`config.mk`:
```
export PLATFORM = sky130hd
export DESIGN_NAME = dcache_ctrl_flat
export DESIGN_NICKNAME = d
export VERILOG_FILES = /design/src/rtl/cache_pkg.sv /design/src/rtl/dcache_ctrl_if.sv /design/src/rtl/dcache_ctrl.sv /design/src/flat_wrapper.sv
export SDC_FILE = /design/constraint.sdc
export NUM_CORES = 1
export LEC_CHECK = 0
export CELL_PAD_IN_SITES_DETAIL_PLACEMENT = 1
export CELL_PAD_IN_SITES_GLOBAL_PLACEMENT = 1
export CORE_ASPECT_RATIO = 1.4
export CORE_MARGIN = 2
export CORE_UTILIZATION = 22
export DETAILED_ROUTE_END_ITERATION = 10
export MAX_ROUTING_LAYER = met4
export PLACE_DENSITY = 0.84
export SETUP_SLACK_MARGIN = 0.4
export SLEW_MARGIN = 0
export SYNTH_ARGS = -nofsm -noshare
export SYNTH_HDL_FRONTEND = slang
export SYNTH_SLANG_ARGS = --single-unit
```
`constraint.sdc`:
```
create_clock -name clk -period 11 [get_ports clk]
set_input_delay 3.3 -clock clk [delete_from_list [all_inputs] [get_ports clk]]
set_output_delay 3.3 -clock clk [all_outputs]
set_load 0.02 [all_outputs]
```
`src/rtl/cache_pkg.sv`:
```
// Shared types and address helpers for the direct-mapped data cache.
// Optional line flush is enabled with CACHE_FLUSH_EN.
package cache_pkg;

    localparam int INDEXWIDTH_DEF = 6;
    localparam int TAGWIDTH_DEF   = 30 - INDEXWIDTH_DEF;

    typedef enum logic [2:0] {
        IDLE,
        LOOKUP,
        READ_MISS,
        WRITE_MEM
`ifdef CACHE_FLUSH_EN
        , FLUSH
`endif
    } state_t;

    function automatic logic [31:0] addr_index(
        input logic [31:0] a,
        input int          iw
    );
        return (a >> 2) & ((32'd1 << iw) - 32'd1);
    endfunction

    function automatic logic [31:0] addr_tag(
        input logic [31:0] a,
        input int          iw
    );
        return a >> (iw + 2);
    endfunction

    function automatic logic [31:0] word_addr(input logic [31:0] a);
        return {a[31:2], 2'b00};
    endfunction

endpackage

```
`src/rtl/dcache_ctrl_if.sv`:
```
// Next-level memory port of the data cache controller.
// master = cache side, slave = memory side.
interface dcache_ctrl_if;

    logic        mem_req;
    logic        mem_we;
    logic [31:0] mem_addr;
    logic [31:0] mem_wdata;
    logic [31:0] mem_rdata;
    logic        mem_ack;

    modport master (
        output mem_req, mem_we, mem_addr, mem_wdata,
        input  mem_rdata, mem_ack
    );

    modport slave (
        input  mem_req, mem_we, mem_addr, mem_wdata,
        output mem_rdata, mem_ack
    );

endinterface

```
`src/rtl/dcache_ctrl.sv`:
```
// Direct-mapped, write-through, no-write-allocate data cache controller.
// Define CACHE_FLUSH_EN to add the flush_req/valid_flush handshake.
module dcache_ctrl
    import cache_pkg::*;
#(
    parameter int INDEXWIDTH = INDEXWIDTH_DEF,
    parameter int TAGWIDTH   = 30 - INDEXWIDTH
) (
    input  logic                  clk,
    input  logic                  rst,
    input  logic                  core_req,
    input  logic                  core_we,
    input  logic [31:0]           core_addr,
    input  logic [31:0]           core_wdata,
    output logic [31:0]           core_rdata,
    output logic                  core_stall,
    output logic [INDEXWIDTH-1:0] arr_index,
    output logic                  arr_cs,
    output logic                  arr_oe,
    output logic                  arr_web,
    input  logic                  valid_q,
    output logic                  valid_din,
    input  logic [TAGWIDTH-1:0]   tag_q,
    output logic [TAGWIDTH-1:0]   tag_din,
    input  logic [31:0]           data_q,
    output logic [31:0]           data_din,
`ifdef CACHE_FLUSH_EN
    input  logic                  flush_req,
    output logic                  valid_flush,
`endif
    dcache_ctrl_if.master         mem
);

    state_t      state;
    logic [31:0] addr_q;
    logic [31:0] wdata_q;
    logic        we_q;
    logic        hit_q;
    logic        mem_req_q;

    logic [INDEXWIDTH-1:0] idx_core;
    logic [INDEXWIDTH-1:0] idx_lat;
    logic [TAGWIDTH-1:0]   tag_lat;
    logic hit;
    logic flush_go;
    logic accept;
    logic rd_hit;
    logic fill;
    logic wr_done;
    logic wr_upd;
    logic done;

    assign idx_core = INDEXWIDTH'(addr_index(core_addr, INDEXWIDTH));
    assign idx_lat  = INDEXWIDTH'(addr_index(addr_q, INDEXWIDTH));
    assign tag_lat  = TAGWIDTH'(addr_tag(addr_q, INDEXWIDTH));
    assign hit      = valid_q && (tag_q == tag_lat);

`ifdef CACHE_FLUSH_EN
    logic flush_pend;
    assign flush_go = flush_req || flush_pend;
`else
    assign flush_go = 1'b0;
`endif

    // rst gates every side effect so a reset cycle never writes the arrays
    assign accept  = !rst && state == IDLE && core_req && !flush_go;
    assign rd_hit  = !rst && state == LOOKUP && !we_q && hit;
    assign fill    = !rst && state == READ_MISS && mem.mem_ack;
    assign wr_done = !rst && state == WRITE_MEM && mem.mem_ack;
    assign wr_upd  = wr_done && hit_q;
    assign done    = rd_hit || fill || wr_done;

    assign core_stall = core_req && !done;
    assign arr_oe     = accept || (!rst && state == LOOKUP);

    assign mem.mem_req   = mem_req_q;
    assign mem.mem_we    = we_q;
    assign mem.mem_addr  = word_addr(addr_q);
    assign mem.mem_wdata = wdata_q;

    always_comb begin
        arr_cs     = 1'b0;
        arr_web    = 1'b1;
        arr_index  = idx_lat;
        valid_din  = 1'b0;
        tag_din    = '0;
        data_din   = '0;
        core_rdata = '0;
        unique case (1'b1)
            accept: begin
                arr_cs    = 1'b1;
                arr_index = idx_core;
            end
            rd_hit: begin
                core_rdata = data_q;
            end
            fill: begin
                arr_cs     = 1'b1;
                arr_web    = 1'b0;
                valid_din  = 1'b1;
                tag_din    = tag_lat;
                data_din   = mem.mem_rdata;
                core_rdata = mem.mem_rdata;
            end
            wr_upd: begin
                arr_cs    = 1'b1;
                arr_web   = 1'b0;
                valid_din = 1'b1;
                tag_din   = tag_lat;
                data_din  = wdata_q;
            end
            default: ;
        endcase
    end

    always_ff @(posedge clk) begin
        if (rst) begin
            state     <= IDLE;
            addr_q    <= '0;
            wdata_q   <= '0;
            we_q      <= 1'b0;
            hit_q     <= 1'b0;
            mem_req_q <= 1'b0;
`ifdef CACHE_FLUSH_EN
            flush_pend  <= 1'b0;
            valid_flush <= 1'b0;
`endif
        end else begin
`ifdef CACHE_FLUSH_EN
            if (flush_req && state != IDLE && state != FLUSH)
                flush_pend <= 1'b1;
`endif
            unique case (state)
                IDLE: begin
                    if (flush_go) begin
`ifdef CACHE_FLUSH_EN
                        state       <= FLUSH;
                        valid_flush <= 1'b1;
                        flush_pend  <= 1'b0;
`endif
                    end else if (core_req) begin
                        state   <= LOOKUP;
                        addr_q  <= core_addr;
                        we_q    <= core_we;
                        wdata_q <= core_wdata;
                    end
                end
                LOOKUP: begin
                    hit_q <= hit;
                    if (we_q) begin
                        state     <= WRITE_MEM;
                        mem_req_q <= 1'b1;
                    end else if (hit) begin
                        state <= IDLE;
                    end else begin
                        state     <= READ_MISS;
                        mem_req_q <= 1'b1;
                    end
                end
                READ_MISS, WRITE_MEM: begin
                    if (mem.mem_ack) begin
                        state     <= IDLE;
                        mem_req_q <= 1'b0;
                    end
                end
`ifdef CACHE_FLUSH_EN
                FLUSH: begin
                    state       <= IDLE;
                    valid_flush <= 1'b0;
                end
`endif
                default: state <= IDLE;
            endcase
        end
    end

endmodule

```
`src/flat_wrapper.sv`:
```
// flat-port wrapper written by rule: the top's interface ports become plain ports
module dcache_ctrl_flat import cache_pkg::*;
#(
    parameter int INDEXWIDTH = INDEXWIDTH_DEF,
    parameter int TAGWIDTH   = 30 - INDEXWIDTH
)
  (clk, rst, core_req, core_we, core_addr, core_wdata, core_rdata, core_stall, arr_index, arr_cs, arr_oe, arr_web, valid_q, valid_din, tag_q, tag_din, data_q, data_din, mem_mem_req, mem_mem_we, mem_mem_addr, mem_mem_wdata, mem_mem_rdata, mem_mem_ack);
  dcache_ctrl_if mem_i ();
  input  logic clk;
  input  logic rst;
  input  logic core_req;
  input  logic core_we;
  input  logic [31:0] core_addr;
  input  logic [31:0] core_wdata;
  output logic [31:0] core_rdata;
  output logic core_stall;
  output logic [INDEXWIDTH-1:0] arr_index;
  output logic arr_cs;
  output logic arr_oe;
  output logic arr_web;
  input  logic valid_q;
  output logic valid_din;
  input  logic [TAGWIDTH-1:0] tag_q;
  output logic [TAGWIDTH-1:0] tag_din;
  input  logic [31:0] data_q;
  output logic [31:0] data_din;
  output wire logic [$bits(mem_i.mem_req)-1:0] mem_mem_req;
  output wire logic [$bits(mem_i.mem_we)-1:0] mem_mem_we;
  output wire logic [$bits(mem_i.mem_addr)-1:0] mem_mem_addr;
  output wire logic [$bits(mem_i.mem_wdata)-1:0] mem_mem_wdata;
  input wire logic [$bits(mem_i.mem_rdata)-1:0] mem_mem_rdata;
  input wire logic [$bits(mem_i.mem_ack)-1:0] mem_mem_ack;
  assign mem_mem_req = mem_i.mem_req;
  assign mem_mem_we = mem_i.mem_we;
  assign mem_mem_addr = mem_i.mem_addr;
  assign mem_mem_wdata = mem_i.mem_wdata;
  assign mem_i.mem_rdata = mem_mem_rdata;
  assign mem_i.mem_ack = mem_mem_ack;
  dcache_ctrl #(.INDEXWIDTH(INDEXWIDTH), .TAGWIDTH(TAGWIDTH)) u_core (.clk(clk), .rst(rst), .core_req(core_req), .core_we(core_we), .core_addr(core_addr), .core_wdata(core_wdata), .core_rdata(core_rdata), .core_stall(core_stall), .arr_index(arr_index), .arr_cs(arr_cs), .arr_oe(arr_oe), .arr_web(arr_web), .valid_q(valid_q), .valid_din(valid_din), .tag_q(tag_q), .tag_din(tag_din), .data_q(data_q), .data_din(data_din), .mem(mem_i));
endmodule
```
; ---- Yosys cells after proc, flatten, opt, wreduce, memory -nomap -nowiden
; Index checks and enable logic that the tools add are counted.
[classes]
n_reduce_logical = 26
div = 0
n_eq_ne = 7
add_sub_neg = 0
n_shift = 0
mux = 16
n_mul = 0
bitwise_logic = 0
magnitude_cmp = 0
[op_table]
columns = operator, count
row1 = 32-bit case mux with 2 select lines, 2
row2 = 24-bit == test, 1
row3 = 24-bit 2-to-1 mux, 1
row4 = 1-bit logical AND, 12
row5 = 3-bit 2-to-1 mux, 3
row6 = 3-bit case mux with 3 select lines, 1
row7 = 3-bit by 2-bit == test with 1-bit output (second input constant), 2
row8 = 1-bit 2-to-1 mux, 6
row9 = 6-bit 2-to-1 mux, 1
row10 = 2-bit inequality test (second input constant), 2
row11 = 2-bit AND reduction, 2
row12 = 2-bit OR reduction, 2
row13 = 3-bit by 1-bit == test with 1-bit output (second input constant), 1
row14 = 1-bit zero test, 3
row15 = 3-bit zero test, 1
row16 = 1-bit logical OR, 3
row17 = 3-bit by 2-bit inequality test with 1-bit output (second input constant), 1
row18 = 3-bit AND reduction, 1
row19 = 3-bit OR reduction, 1
row20 = 2-bit 2-to-1 mux, 1
row21 = 1-bit case mux with 2 select lines, 1
row22 = 2-bit nonzero test, 1
[word_totals]
latchBits = 0
output_inout_bits = 165
in_bits = 158
n_memories = 0
rom_bits = 0
elab_cells = 55
ram_bits = 0
ff_bits = 70

; ---- Depth between registers and ports, before layout
[depth]
ltp_word = 8
ltp_mapped = 7
depth_no_buf = 5

; ---- Least setup slack after synthesis
; No wires, ideal clock.
[synth_path]
kind = input -> output
from = in tag_q[23]
to = out core_rdata[0]
arrival_ns = 4.989
cell_stages = 6
path_slack_ns = 2.711
n_path_buf = 1
cell_sequence = xnor2_1 -> nand4_1 -> or4_4 -> nor4_4 -> buf_6 -> a32o_1
[synth_between]
elab_chain_cells = 4
[synth_lines]
columns = element, line
row1 = "start, declared", flat_wrapper.sv:23  ; input logic [TAGWIDTH-1:0] tag_q;
row2 = 24-bit == test, dcache_ctrl.sv:56  ; assign hit = valid_q && (tag_q == tag_lat);
row3 = 1-bit logical AND, dcache_ctrl.sv:56
row4 = 1-bit logical AND, dcache_ctrl.sv:67  ; assign rd_hit = !rst && state == LOOKUP && !we_q && hit;
row5 = 32-bit case mux with 2 select lines, dcache_ctrl.sv:89  ; unique case (1'b1)
row6 = "end, declared", flat_wrapper.sv:15  ; output logic [31:0] core_rdata;
; Every way passes these cells.

; ---- Worst setup path in the final report
[layout_path]
from = in tag_q[20]
to = out core_rdata[20]
; Same word-level chain as after synthesis.

==> out/qor.yml <==
yosys:
  synth_cells: 457
  syn_area_per_cell_um2: 7.84
  synth_seq_cells: 67
  ys_seq_area_share_pct: 37.4
  netlist-cell-type-count: 31
  yosysWarningCount: 0
  netlist_area_um2: 3580
sta:
  period_share_pct: 87.4
  clock_skew_ps: 9.65
  timing.hold.ws_ps: 464
  final_hold_viol_count: 0
  period_minus_slack_ps: 9610
  tightestPinTransition_ps: 1110
  setup_viol: 0
  setup-tns-final_ps: 0
  maxSlewViolCount: 0
  slew_headroom_pct: 26.3
  rsz0062_at_grt: "no"
  fmax_ghz: 0.104
clocking:
  cts.sinks: 67
  clock_path_buffers: 2
  post-cts-setup-buffers: 0
  cts_tree: "done"
  clock_latency_ps: 320
  cts_root_buf: "clkbuf_16"
  cts_resized: 0
  cts.clk_slew.worst_paths_ps: 60
  cts.htree.levels: 3
  cts_buffers: 9
  hold_buffers: 0
floorplan:
  die_h_um: 155
  start_util_pct: 22.3
  io_pins: 323
  dieWidth_um: 112
  dieArea_um2: 17300
  rows: 55
  core-area_um2: 16000
critical_path:
  cp_slowest_cell: "clkdlybuf4s50_1"
  crit_path_max_incr_delay_ps: 620
  path_buf_inv: 3
  startpoint_type: "input pin"
  required_ps: 7700
  cp-end-kind: "primary output"
  critPathTopFamily: "buffers and inverters"
  arrival_ps: 6310
  cp_max_fo: 35
  path_cells: "clkdlybuf4s50_1 > xnor2_1 > nand4_1 > or4_4 > nor4_4 > buf_4 > a32o_1 > clkdlybuf4s50_1"
  worst_path_most_repeated_cell: "clkdlybuf4s50_1"
  path_class: "in -> out"
global_route:
  grt_start_max_net_pins: 72
  antenna_found_initial: 1
  grt_pass1_wl_mm: 25.8
  grt.total_usage_pct: 19.3
  grt_pass1_vias: 4721
  overflow: 0
finish:
  layout_commonest_cell: "clkdlybuf4s50_1"
  final_cell_mix: "317 x clkdlybuf4s50_1, 134 x nand2_1, 67 x dfxtp_1"
  drive_gt1_share_pct: 5.15
  finalNonFillerCells: 957
  syn_to_final_growth_pct: 103
  layout.nets: 910
  fillers: 1872
detailed_routing:
  wirelength_mm: 17.1
  vias_per_cell: 4.81
  vias: 4605
  drt_iter0_markers: 161
  firstDrtPassIters: 4
  drtAntennaViolNets: 0
  routedWlPerCell_um: 17.8
  drc_errors: 0
run_status:
  status: "finished clean"
power:
  p_per_area_nw_per_um2: 113
  power.total_uw: 824
  vdd_ir_drop_max_mv: 0.0773
  leakage_uw: 0.00258
flow_run:
  cap_violations: 0
placed_design:
  dp.final_hpwl_mm: 12.7
  gp_congestion: 0.770
  dp_cells: 940
  port_buffers: 318
min_path:
  hp-class: "reg -> reg"
-- worst min-delay path: stages, from the launching register on --
cell     delay (ps)
dfxtp_1         310
nand2_1          50
a21oi_1          50
-- power breakdown --
group / total, uW / switching, uW / internal [uW]
sequential: 277 / 17.6 / 260
clock: 346 / 111 / 235
combinational: 200 / 92.6 / 108
total: 824 / 221 / 603
-- routing by layer --
layer	share of wire [%]	GRT usage (%)
met1	37	20.0
met2	54	36.6
met3	6.4	3.86
met4	1.9	5.41
met5	0	-
-- metrics by stage --
| step | area (um^2) | setup WS [ps] | util (%) |
|---|---|---|---|
| after floorplan | 3590 | 2710 | - |
| after CTS | 7260 | 1350 | 45.3 |
| after detailed placement | 6900 | 1350 | 43.1 |
| after global placement | 6900 | 1380 | 43.1 |
| final | 7270 | 1390 | 45.3 |
| after global routing | 7270 | 1270 | 45.3 |
-- sequential cells by signal, summed over array words and instances, names as in the netlist --
signal	count
u_core.addr_q	30
u_core.mem.mem_req	1
u_core.mem.mem_we	1
u_core.mem.mem_wdata	32
u_core.state	2
u_core.hit_q	1
-- cell families after synthesis --
family,after synthesis,synth area share (%)
buffers and inverters,46,5.66
other,1,0.105
xor gates and xnor gates,24,5.87
and+or+nand+nor,177,21.8
muxes,7,2.17
DFF,67,37.4
AOI/OAI and AO/OA,135,27.0
-- cell usage after synthesis --
cell type  number  area share (%)
nand2_1       134              14
dfxtp_1        67              37
a21oi_1        66             9.2
a22o_1         32             7.8
a32o_1         32             8.9
clkbuf_1       32             3.4
and2_1         23             4.0
xnor2_1        16             3.9
xor2_1          8             2.0
mux2_2          6             1.9
buf_1           5            0.52
nor2_1          5            0.52
inv_1           4            0.42
buf_6           3            0.94
nand4_1         3            0.52
buf_4           2            0.42
nand3_1         2            0.28
nand3b_1        2            0.42
nor4_1          2            0.35
o21ai_0         2            0.28
and2_2          1            0.21
and3_1          1            0.17
conb_1          1            0.10
mux2i_1         1            0.28
nor3_1          1            0.14
nor4_4          1            0.59
o21a_1          1            0.21
o22a_1          1            0.24
o32ai_1         1            0.24
or4_1           1            0.21
or4_4           1            0.31
-- worst paths after layout --
kind,cells past startpoint,endpoint,slack [ps],start
worst max-delay path,8,core_rdata[20],1390,tag_q[20]
worst min-delay path,2,u_core.hit_q,460,u_core.hit_q
worst max register to register,6,u_core.state[1],8640,u_core.addr_q[28]
worst min register to register,2,u_core.hit_q,460,u_core.hit_q
-- area by class of cell --
class	count	area, um^2	share of cell area [%]
diodes	1	2.50	0.0344
multi-input cells	345	2070	28.4
flip-flops and latches	67	1340	18.5
repair buffers	325	3230	44.5
well taps	199	249	3.43
inverters	4	15.0	0.207
clock inverters	5	108	1.48
clock buffers	11	253	3.48
Power figures use the tool's default switching activity.
